===== config.mk =====
export PLATFORM = sky130hd
export DESIGN_NAME = rv32i_alu_issue
export DESIGN_NICKNAME = d
export VERILOG_FILES = /design/src/rtl/be_pkg.sv /design/src/rtl/rv32i_alu_issue_decode.sv /design/src/rtl/rv32i_alu_issue.sv
export SDC_FILE = /design/constraint.sdc
export NUM_CORES = 1
export LEC_CHECK = 0
export CORE_ASPECT_RATIO = 1.1
export CORE_MARGIN = 5
export CORE_UTILIZATION = 48
export CTS_BUF_LIST = sky130_fd_sc_hd__clkbuf_4 sky130_fd_sc_hd__clkbuf_8
export DETAILED_ROUTE_END_ITERATION = 8
export PLACE_DENSITY = 0.88
export SETUP_SLACK_MARGIN = 0.5
export SYNTH_ARGS = -nofsm -noshare
export SYNTH_HDL_FRONTEND = slang
export SYNTH_HIERARCHICAL = 1
export SYNTH_SLANG_ARGS = --single-unit

===== constraint.sdc =====
create_clock -name clk -period 2.4 [get_ports clk]
set_input_delay 0.24 -clock clk [delete_from_list [all_inputs] [get_ports clk]]
set_output_delay 0.24 -clock clk [all_outputs]
set_load 0.02 [all_outputs]

===== src/rtl/be_pkg.sv =====
// ============================================================================
// be_pkg : ALU op / operand types, RV32I opcodes, issue-entry record
// Rev 1.0 : initial release
// ============================================================================
`default_nettype none

package be_pkg;

   typedef enum logic [3:0] {
      ADD_alu    = 4'd0,
      SUB_alu    = 4'd1,
      SLL_alu    = 4'd2,
      SLT_alu    = 4'd3,
      SLTU_alu   = 4'd4,
      XOR_alu    = 4'd5,
      SRL_alu    = 4'd6,
      SRA_alu    = 4'd7,
      OR_alu     = 4'd8,
      AND_alu    = 4'd9,
      PASS_B_alu = 4'd10
   } RV32I_ALU_OP_t;

   typedef logic [31:0] RV32I_OPERAND_t;

   localparam logic [6:0] c_opc_op     = 7'b0110011;
   localparam logic [6:0] c_opc_op_imm = 7'b0010011;
   localparam logic [6:0] c_opc_lui    = 7'b0110111;
   localparam logic [6:0] c_opc_auipc  = 7'b0010111;
   localparam logic [6:0] c_opc_load   = 7'b0000011;
   localparam logic [6:0] c_opc_store  = 7'b0100011;
   localparam logic [6:0] c_opc_jal    = 7'b1101111;
   localparam logic [6:0] c_opc_jalr   = 7'b1100111;
   localparam logic [6:0] c_opc_branch = 7'b1100011;

   typedef struct packed {
      RV32I_ALU_OP_t  op;
      RV32I_OPERAND_t a;
      RV32I_OPERAND_t b;
      logic [31:0]    pc;
      logic           illegal;
   } issue_entry_t;

   // alt selects SUB on funct3=000 and SRA on funct3=101
   function automatic RV32I_ALU_OP_t alu_from_f3(input logic [2:0] f3, input logic alt);
      RV32I_ALU_OP_t op;
      case (f3)
         3'b000:  op = alt ? SUB_alu : ADD_alu;
         3'b001:  op = SLL_alu;
         3'b010:  op = SLT_alu;
         3'b011:  op = SLTU_alu;
         3'b100:  op = XOR_alu;
         3'b101:  op = alt ? SRA_alu : SRL_alu;
         3'b110:  op = OR_alu;
         default: op = AND_alu;
      endcase
      return op;
   endfunction

endpackage

`default_nettype wire


===== src/rtl/rv32i_alu_issue_decode.sv =====
// ============================================================================
// rv32i_alu_issue_decode : combinational RV32I instruction -> issue entry
// Rev 1.0 : initial release
// ============================================================================
`default_nettype none

module rv32i_alu_issue_decode
   import be_pkg::*;
(
   input  logic [31:0]  instr,
   input  logic [31:0]  pc,
   input  logic [31:0]  rs1,
   input  logic [31:0]  rs2,
   output issue_entry_t entry
);

   logic [6:0]  w_opc;
   logic [2:0]  w_f3;
   logic [6:0]  w_f7;
   logic [31:0] w_imm_i;
   logic [31:0] w_imm_s;
   logic [31:0] w_imm_u;
   logic [31:0] w_shamt;

   assign w_opc   = instr[6:0];
   assign w_f3    = instr[14:12];
   assign w_f7    = instr[31:25];
   assign w_imm_i = {{20{instr[31]}}, instr[31:20]};
   assign w_imm_s = {{20{instr[31]}}, instr[31:25], instr[11:7]};
   assign w_imm_u = {instr[31:12], 12'h000};
   assign w_shamt = {27'd0, instr[24:20]};

   always_comb begin
      entry.op      = ADD_alu;
      entry.a       = '0;
      entry.b       = '0;
      entry.pc      = pc;
      entry.illegal = 1'b0;
      case (w_opc)
         c_opc_op: begin
            entry.op      = alu_from_f3(w_f3, w_f7[5]);
            entry.a       = rs1;
            entry.b       = rs2;
            entry.illegal = !((w_f7 == 7'h00) ||
                              ((w_f7 == 7'h20) && ((w_f3 == 3'b000) || (w_f3 == 3'b101))));
         end
         c_opc_op_imm: begin
            // instr[30] only means SRAI on funct3=101; on ADDI it is immediate data
            entry.op = alu_from_f3(w_f3, (w_f3 == 3'b101) && instr[30]);
            entry.a  = rs1;
            entry.b  = w_imm_i;
            if (w_f3 == 3'b001) begin
               entry.b       = w_shamt;
               entry.illegal = (w_f7 != 7'h00);
            end else if (w_f3 == 3'b101) begin
               entry.b       = w_shamt;
               entry.illegal = (w_f7 != 7'h00) && (w_f7 != 7'h20);
            end
         end
         c_opc_lui: begin
            entry.op = PASS_B_alu;
            entry.b  = w_imm_u;
         end
         c_opc_auipc: begin
            entry.a = pc;
            entry.b = w_imm_u;
         end
         c_opc_load: begin
            entry.a = rs1;
            entry.b = w_imm_i;
         end
         c_opc_store: begin
            entry.a = rs1;
            entry.b = w_imm_s;
         end
         c_opc_jal, c_opc_jalr: begin
            entry.a = pc;
            entry.b = 32'd4;
         end
         c_opc_branch: begin
            entry.a = rs1;
            entry.b = rs2;
            case (w_f3)
               3'b000, 3'b001: entry.op = SUB_alu;
               3'b100, 3'b101: entry.op = SLT_alu;
               3'b110, 3'b111: entry.op = SLTU_alu;
               default: begin
                  entry.op      = SUB_alu;
                  entry.illegal = 1'b1;
               end
            endcase
         end
         default: entry.illegal = 1'b1;
      endcase
   end

endmodule

`default_nettype wire


===== src/rtl/rv32i_alu_issue.sv =====
// ============================================================================
// rv32i_alu_issue : issue-stage handshake/storage; RV32I_ISSUE_SKID_BUFFER_EN
// selects a 2-entry skid buffer with registered in_ready.   Rev 1.0
// ============================================================================
`default_nettype none

module rv32i_alu_issue
   import be_pkg::*;
#(
   parameter int               XLEN         = 32,
   parameter logic [XLEN-1:0]  RESET_PC_VAL = 32'h0000_0000
) (
   input  logic           clk,
   input  logic           rst,
   input  logic           flush,
   input  logic           in_valid,
   output logic           in_ready,
   input  logic [31:0]    in_instr,
   input  logic [XLEN-1:0] in_pc,
   input  logic [XLEN-1:0] in_rs1,
   input  logic [XLEN-1:0] in_rs2,
   output logic           out_valid,
   input  logic           out_ready,
   output RV32I_ALU_OP_t  out_alu_op,
   output RV32I_OPERAND_t out_a,
   output RV32I_OPERAND_t out_b,
   output logic [XLEN-1:0] out_pc,
   output logic           out_illegal
);

   localparam issue_entry_t c_reset_entry = '{op: ADD_alu, a: '0, b: '0,
                                              pc: RESET_PC_VAL, illegal: 1'b0};

   issue_entry_t w_dec_entry;
   issue_entry_t main_d, main_q;
   logic         main_valid_d, main_valid_q;
   logic         w_accept;
   logic         w_drain;

   rv32i_alu_issue_decode u_decode (
      .instr (in_instr),
      .pc    (in_pc),
      .rs1   (in_rs1),
      .rs2   (in_rs2),
      .entry (w_dec_entry)
   );

   assign w_accept    = in_valid && in_ready;
   assign w_drain     = main_valid_q && out_ready;

   assign out_valid   = main_valid_q;
   assign out_alu_op  = main_q.op;
   assign out_a       = main_q.a;
   assign out_b       = main_q.b;
   assign out_pc      = main_q.pc;
   assign out_illegal = main_q.illegal;

`ifdef RV32I_ISSUE_SKID_BUFFER_EN
   issue_entry_t skid_d, skid_q;
   logic         skid_valid_d, skid_valid_q;
   logic         in_ready_d, in_ready_q;

   assign in_ready = in_ready_q;

   always_comb begin
      main_d       = main_q;
      main_valid_d = main_valid_q;
      skid_d       = skid_q;
      skid_valid_d = skid_valid_q;
      // skid is only ever occupied while main is, so it refills main first
      if (!main_valid_q || w_drain) begin
         if (skid_valid_q) begin
            main_d       = skid_q;
            main_valid_d = 1'b1;
            skid_valid_d = 1'b0;
         end else if (w_accept) begin
            main_d       = w_dec_entry;
            main_valid_d = 1'b1;
         end else begin
            main_valid_d = 1'b0;
         end
      end else if (w_accept) begin
         skid_d       = w_dec_entry;
         skid_valid_d = 1'b1;
      end
      if (flush) begin
         main_valid_d = 1'b0;
         skid_valid_d = 1'b0;
      end
      in_ready_d = !skid_valid_d;
   end

   always_ff @(posedge clk) begin
      if (rst) begin
         main_q       <= c_reset_entry;
         main_valid_q <= 1'b0;
         skid_q       <= c_reset_entry;
         skid_valid_q <= 1'b0;
         in_ready_q   <= 1'b1;
      end else begin
         main_q       <= main_d;
         main_valid_q <= main_valid_d;
         skid_q       <= skid_d;
         skid_valid_q <= skid_valid_d;
         in_ready_q   <= in_ready_d;
      end
   end
`else
   assign in_ready = !main_valid_q || out_ready;

   always_comb begin
      main_d       = main_q;
      main_valid_d = main_valid_q;
      if (w_accept) begin
         main_d       = w_dec_entry;
         main_valid_d = 1'b1;
      end else if (w_drain) begin
         main_valid_d = 1'b0;
      end
      if (flush) begin
         main_valid_d = 1'b0;
      end
   end

   always_ff @(posedge clk) begin
      if (rst) begin
         main_q       <= c_reset_entry;
         main_valid_q <= 1'b0;
      end else begin
         main_q       <= main_d;
         main_valid_q <= main_valid_d;
      end
   end
`endif

endmodule

`default_nettype wire


* Word level (Yosys, flattened, before mapping)
Cells that the tools add are included.
** Operators by class
- $add $sub $neg :: 0
- $mul :: 0
- Divide/modulo/power cells :: 0
- $lt $le $gt $ge :: 0
- Eq/ne operators :: 18
- Shifts and indexed selects :: 0
- Mux-type cells :: 18
- Bitwise logic cells :: 0
- Reductions and logical operators :: 24
** Operators by type and width (number)
- 32-bit case mux with 6 select lines :: 1
- 32-bit 2-to-1 mux :: 2
- 32-bit case mux with 2 select lines :: 1
- 4-bit case mux with 7 select lines :: 2
- 7-bit by 6-bit equality test with 1-bit output (second input constant) :: 4
- 7-bit equality test (second input constant) :: 3
- 4-bit case mux with 4 select lines :: 1
- 7-bit by 5-bit equality test with 1-bit output (second input constant) :: 2
- 3-bit equality test (second input constant) :: 4
- 2-bit OR reduction :: 6
- 6-bit OR reduction :: 2
- 1-bit 2-to-1 mux :: 9
- 7-bit by 2-bit equality test with 1-bit output (second input constant) :: 1
- 7-bit zero test :: 1
- 7-bit by 6-bit != test with 1-bit output (second input constant) :: 1
- 7-bit nonzero test :: 1
- 3-bit by 2-bit equality test with 1-bit output (second input constant) :: 2
- 3-bit case mux with 2 select lines :: 1
- 1-bit logical AND :: 5
- 5-bit OR reduction :: 1
- 1-bit case mux with 4 select lines :: 1
- 3-bit by 1-bit equality test with 1-bit output (second input constant) :: 1
- 3-bit zero test :: 1
- 1-bit logical OR :: 3
- 3 further kinds :: 4
** Word-level totals
- Flip-flop bits (word level) :: 102
- Latch bits :: 0
- Memory bits (writable) :: 0
- ROM bits :: 0
- Memories kept :: 0

* Depth between registers and ports, before layout
Gate-level depths: netlist of run 1.
- Depth in word-level cells :: 6
- Mapped depth :: 8

* Cells and area by module
Netlist of run 1, hierarchy kept.
** By module, submodules not included
- rv32i_alu_issue :: times used 1, cells an instance 465, area each 4405.5 um^2, sequential area each 2042.0 um^2
- rv32i_alu_issue_decode :: times used 1, cells an instance 197, area each 1355.0 um^2, sequential area each 0.0 um^2

* Worst setup path after synthesis of run 1
No wires, ideal clock.
- Path type :: input to register
- From :: input port in_instr[28]
- To :: register main_q (netlist bit out_illegal)
- Library setup time :: 131 ps
- Data arrival time :: 1594 ps
- Required time :: 2269 ps
- Setup slack :: 675 ps
- Cell stages on the path :: 5
- Path buffers :: 0
- Cells stage by stage :: or4_4 or3_2 a221o_1 nand3_1 a21oi_1
** RTL lines
- start: declaration :: RTL line rv32i_alu_issue.sv:18 : input logic [31:0] in_instr,
- end signal: assignment :: RTL line rv32i_alu_issue.sv:127 : main_q <= c_reset_entry;
- end signal: assignment :: RTL line rv32i_alu_issue.sv:130 : main_q <= main_d;
- end: declaration :: RTL line rv32i_alu_issue.sv:35 : issue_entry_t main_d, main_q;

==> impl_results.md, run 1 <==
- WHS: 0.387 ns
- Vias in the first global route: 5600
- RePlAce Congestion: 0.890
- Status: finished, final reports clean
- Synth Net Count: 795
- Top cells by area, synth: dfxtp_1 (35%), a21bo_1 (15%), nand3_1 (8.9%), a21oi_1 (8.5%), a22o_1 (5.8%)
- Post-Syn Area: 5760 sq um
- Post-synth top flop: dfxtp_1
- Slew @ Worst Pin: 0.642 ns
- Die Span Y: 125 microns
- Post-synth EDFFs: 0
- Slew HR: 57.2%
- Grt total ovfl: 0
- Antenna Cells: 0
- Share of the synthesized area in the top cell type: 35.4%
- FF-to-FF path depth: 4
- Synth Area per Inst: 8.70 sq um
- Vias: 5802
- Synthesis warning total: 6
- Final nets: 962
- Max Slew Vio Count: 0
- Final setup vio count: 0
- Period minus WS final: 1.88 ns
- Fin crit share: 78.4%
- Num CTS Buffers: 9
- RR Endpoint: out_alu_op[2]$_SDFFE_PP0P_
- Residual DRC: 0
- Largest area contributor in the netlist: dfxtp_1
- DR vias/cell: 5.87
- Clock sinks: 102
- Layout cells sized above 1: 8.15%
- Synth-to-Final Area Change: 43.0%
- Initial Util: 48.5%
- Drt pass-1 iters: 5
- Max FO, Critical Path: 3
- Antenna viol nets, final: 0
- Hold_sp: rst
- Setup_tns: 0 ns
- TritonCTS clock tree: yes
- Initial antenna violation count: 0
- Mapped Cells: 662
- Wire per inst: 19.0 microns
- Achievable frequency: 0.532 GHz
- Worst hold path endpoint: out_b[0]$_SDFFE_PP0P_
- Die span in x: 114 microns
- CTS max path bufs: 2
- Global-route wire length before repair: 28.8 mm
- Worst hold stages: 2
- Leak pwr: 0.00300 uW
- Gr usage total: 24.6%
- Async set-reset flop share out of synthesis: 0%
- RSZ-0062 raised after global routing: true
- Root buffer cell: clkbuf_8
- Setup Skew: 0.0138 ns
- P per Cell Area: 443 nW/um^2
- Largest net degree at the start of global routing: 118
- Core Util, Final: 69.4%
- # IOs: 236
- WS Path Type: in2reg
- Clock Latency Late Sink: 0.37 ns
- Post-layout power: 3650 uW
- Core Rows: 42
- Core ar.: 11900 sq um
- Startpoint types: input pin
- Worst ir drop on vdd: 0.347 mV
- Initial drt markers: 541
- CP Data Arrival Time: 2.14 ns
- Reg clk slew, reported paths: 0.11 ns
- #FFs+latches synth: 102
- Synth top cells by count: dfxtp_1 (102), nand3_1 (102), a21oi_1 (98), a21bo_1 (87), a22o_1 (38)
- Hold Crit Class: in2reg
- Hold Vio Cnt, Final: 0
- Flop2flop setup slack: 1.09 ns
- Critical path required time: 2.66 ns
- Port buffer count: 235
- Sequential element share of the synthesized area: 35.4%
- CTS hold repair buffers: 0
- Die ar.: 14300 sq um
- MaxCap Viol Count: 0
- Post-DP HPWL: 13.1 mm
- Critical Path End Type: register
- Final WL: 18.8 mm
- Worst r2r src: out_valid$_SDFFE_PP0P_
- H-tree lvl count: 3
- Synth cell types: 46
==> final cells by class <==
| type | count | area [sq um] |
|---|---|---|
| repair buffers | 264 | 2670 |
| well taps | 154 | 193 |
| flip-flops and latches | 102 | 2040 |
| clock buffers | 11 | 151 |
| fillers | 932 | 3640 |
| multi-input cells | 449 | 3110 |
| clock inverters | 5 | 63.8 |
| inverters | 3 | 11.3 |
==> layer usage <==
metal | up-vias | global-route usage (%) | wire [microns] | share of wire [%]
met2 | 285 | 40.9 | 9000 | 48
li1 | 2738 | - | - | -
met4 | 0 | 9.99 | 565 | 3.0
met1 | 2739 | 29.8 | 7680 | 41
met3 | 40 | 6.37 | 1560 | 8.3
met5 | - | 0 | 0 | 0
==> cells by family (layout without fill, tap and decap cells) <==
logic type	Yosys count	count (layout)	share of synthesized area, %
and+or+nand+nor	167	167	15.7
xor gates and xnor gates	2	2	0.304
buffers and inverters	111	283	11.4
DFF	102	102	35.4
AOI/OAI and AO/OA	280	280	37.1
==> state kept, by name, summed over array words and instances (netlist names) <==
signal	cells
out_a	32
out_alu_op	4
out_b	32
out_illegal	1
out_pc	32
out_valid	1
==> stage by stage <==
stage               cells  cell area [sq um]  setup WS [ns]
floorplan             662               5760          0.675
global placement      971               7980          0.110
detailed placement    971               7980          0.112
CTS                   988               8210          0.506
global route          988               8240          0.456
finish                988               8240          0.519
==> timing repair <==
action | 4_1_cts | 5_1_grt
gates resized for setup | 0 | 6
setup buffers | 1 | 0
endpoints found under the setup margin | 1 | 17
pin swaps | 1 | 1
endpoints found under the hold margin | 0 | 0
==> critical path, stage by stage <==
cell	delay [ns]
clkdlybuf4s50_1	0.43
or4_4	0.56
or3_2	0.43
a221o_1	0.34
nand3_1	0.07
a21oi_1	0.07
==> cells in the final DEF, fill, tap and decap left out, drive strengths merged, types with 2 or more instances in the layout <==
cell	count
nand2	26
a22oi	20
nor3	3
buf	31
nand4b	6
nor4b	2
nand3	102
nor4	2
inv	6
o211ai	3
a21oi	98
dfxtp	102
clkdlybuf4s50	232
a21bo	97
and2	2
clkbuf	11
a221o	6
nand2b	9
a22o	39
nor2b	3
and3	4
o21ai	10
==> power breakdown <==
part	internal, uW	leakage (uW)	total [uW]	switching, uW
Clock	554	0.000112	1190	633
Combinational	377	0.00206	704	327
Sequential	1730	0.000828	1760	22.4
==> worst max-delay path by stage <==
| stage | slack (ns) | to | cells past startpoint | start |
|---|---|---|---|---|
| after floorplan | 0.67 | out_illegal$_SDFFE_PP0P_ | 5 | in_instr[28] |
| after global placement | 0.11 | out_illegal$_SDFFE_PP0P_ | 7 | in_instr[25] |
| after detailed placement | 0.11 | out_a[22]$_SDFFE_PP0P_ | 8 | in_instr[0] |
| after CTS | 0.51 | out_illegal$_SDFFE_PP0P_ | 7 | in_instr[25] |
| after global routing | 0.46 | out_alu_op[1]$_SDFFE_PP0P_ | 8 | in_instr[3] |
| final | 0.52 | out_illegal$_SDFFE_PP0P_ | 6 | in_instr[28] |
Note: power is estimated with default switching activity, not from simulation.
==> inputs of run 2 (changes only) <==
Settings changed: CORE_UTILIZATION 48 to 45, PLACE_DENSITY 0.88 to 0.83.
Clock period 2.4 ns to 1.8 ns, I/O delays scaled along.
==> run 2 against run 1 <==
Net effect: power up 39%; non-clock buffer count is 52 higher; core utilization rose by 2.6 points; clock power is 42% higher; setup slack worse by 0.26 ns; final cell count increased by 5.6%; register-to-register slack got worse by 0.57 ns; sequential cell count stayed put; critical path depth increased by 1; critical endpoint unchanged.
==> impl_results.md, run 2 (same netlist as run 1, synthesis figures left out) <==
- Clock sinks: 102 (unchanged)
- Num CTS Buffers: 9 (unchanged)
- Internal: 3730 uW (+40%)
- RSZ-0062 raised after global routing: true
- CTS hold repair buffers: 0 (unchanged)
- Die span in x: 118 microns (+3.0%)
- # placed instances: 1002 (+3.2%)
- Die ar.: 15200 sq um (+6.1%)
- Switching share of total power: 26.4% (-0.56 points)
- Fin crit share: 85.8%
- # IOs: 236 (unchanged)
- Setup Skew: 0.00734 ns (-0.00644 ns)
- Reg area: 2040 sq um (about the same)
- Largest net degree at the start of global routing: 117 (-0.85%)
- Commonest non-fill, non-tap cell in the layout: clkdlybuf4s50_1
- Core ar.: 12600 sq um (+6.0%)
- Combinational cell fraction of total power: 20.4% (+1.1 points)
- Gr usage total: 25.3% (+0.73 points)
- Reg clk slew, reported paths: 0.09 ns (-0.02 ns)
- Post-Layout Cell Count: 1043 (+5.6%)
- Most frequent cells in the layout: clkdlybuf4s50_1 (113), dfxtp_1 (101), nand3_1 (94), dlygate4sd2_1 (93), a21bo_1 (87)
- Grt total ovfl: 0 (unchanged)
- Vias in the first global route: 6001 (+7.2%)
- Clk pwr share: 33.4% (+0.9 points)
- Max FO, Critical Path: 3 (unchanged)
- P per Cell Area: 560 nW/um^2 (+26%)
- Global-route wire length before repair: 31.7 mm (+10%)
- Max Slew Vio Count: 0 (unchanged)
- Antenna viol nets, final: 0 (unchanged)
- CTS max path bufs: 2 (unchanged)
- Slew @ Worst Pin: 0.570 ns (-0.0713 ns)
- Hold Crit Class: in2reg
- H-tree lvl count: 3 (unchanged)
- Crit path max-delay cell type: or4_4
- CP Data Arrival Time: 1.78 ns (-0.36 ns)
- Root buffer cell: clkbuf_8
- Clock Latency Late Sink: 0.37 ns (about the same)
- Initial Util: 45.8% (-2.7 points)
- Initial antenna violation count: 0 (unchanged)
- Hold Vio Cnt, Final: 0 (unchanged)
- Max stage delay on crit path: 0.57 ns (about the same)
- Post-DP HPWL: 14.0 mm (+6.9%)
- Initial drt markers: 607 (+12%)
- Slew HR: 62.0% (+4.8 points)
- MaxCap Viol Count: 0 (unchanged)
- Setup_tns: 0 ns (unchanged)
- Fillers: 949 (+1.8%)
- Final WL: 21.4 mm (+14%)
- Critical Path End Type: register
- DR vias/cell: 5.91 (+0.57%)
- Drt pass-1 iters: 5 (unchanged)
- Flop2flop setup slack: 0.52 ns (-0.57 ns)
- Critical path's top delay family: compound AO/OA/AOI/OAI gates
- Vias: 6160 (+6.2%)
- NetSw: 1340 uW (+36%)
- Area of the multi-input gates: 3340 sq um (+7.7%)
- Final nets: 1014 (+5.4%)
- Period minus WS final: 1.54 ns
- Residual DRC: 0 (unchanged)
- RePlAce Congestion: 0.922 (+3.6%)
- Leak pwr: 0.00383 uW (+28%)
- Synth-to-Final Area Change: 57.3%
- Worst ir drop on vdd: 0.476 mV (+37%)
- Layout cells sized above 1: 19.2% (+11 points)
- Core Rows: 43 (+2.4%)
- Achievable frequency: 0.647 GHz
- Status: finished, final reports clean
- Antenna Cells: 0 (unchanged)
- CP bufs+invs: 1 (unchanged)
- Startpoint types: input pin
- Sequential power share: 46.1% (-2.1 points)
- Wire per inst: 20.5 microns (+7.8%)
- Port buffer count: 235 (unchanged)
- Final setup vio count: 0 (unchanged)
- TritonCTS clock tree: yes
- Die Span Y: 129 microns (+3.0%)
- WS Path Type: in2reg
- Critical path, cell by cell: buf_6 > or4_4 > o41ai_4 > o22ai_1 > a221o_1 > nand3_1 > a21oi_1
- Critical path required time: 2.03 ns (-0.63 ns)
run 2: path summary, 6_finish.rpt:
check	startpoint	endpoint	cells past startpoint
max reg2reg	out_valid$_SDFFE_PP0P_	out_pc[18]$_SDFFE_PP0P_	5
min reg2reg	out_alu_op[0]$_SDFFE_PP0P_	out_alu_op[0]$_SDFFE_PP0P_	2
min	in_valid	out_b[31]$_SDFFE_PP0P_	3
max	in_instr[25]	out_illegal$_SDFFE_PP0P_	7
run 2: metal layers:
layer	GRT usage (%)	part of all wire, %
met3	8.75	8.9
met5	0	0
met4	9.11	2.4
met1	29.5	39
met2	43.4	50
run 2: what timing repair did:
action,4_1_cts,5_1_grt
endpoints found under the setup margin,172,93
gates cloned,6,5
buffers inserted,12,2
gates resized for setup,188,66
pin swaps,23,20
run 2: layout make-up:
class / count / share of cell area (%)
sequential: 102 / 22.6
clock buffer: 12 / 1.75
tap: 157 / 2.17
clock inverter: 4 / 0.842
inverter: 3 / 0.124
timing repair buffer: 316 / 35.7
multi-input combinational: 449 / 36.9
run 2: power groups by stage:
stage               sequential (uW)  clock, uW  combinational, uW
CTS                            2340       1710                981
global placement               2390          0                974
floorplan                      2460          0                397
finish                         2340       1690               1040
global route                   2350       1800               1090
detailed placement             2390          0                991
run 2: stage by stage:
step	total power [uW]	setup WS (ns)	hold slack, ns	util, %	cell area, sq um
2_1_floorplan	2860	0.177	0.253	-	5900
3_3_place_gp	3360	-0.379	0.458	66.0	8300
3_5_place_dp	3380	-0.404	0.471	66.0	8300
4_1_cts	5030	0.241	0.187	69.7	8770
5_1_grt	5240	0.255	0.192	72.0	9060
6_report	5070	0.255	0.192	72.0	9060
run 2: worst min-delay path: cells and delay by family:
| family | cells | cell delay [ns] |
|---|---|---|
| AOI/OAI and AO/OA | 1 | 0.05 |
| and+or+nand+nor | 1 | 0.10 |
| buffers and inverters | 1 | 0.17 |
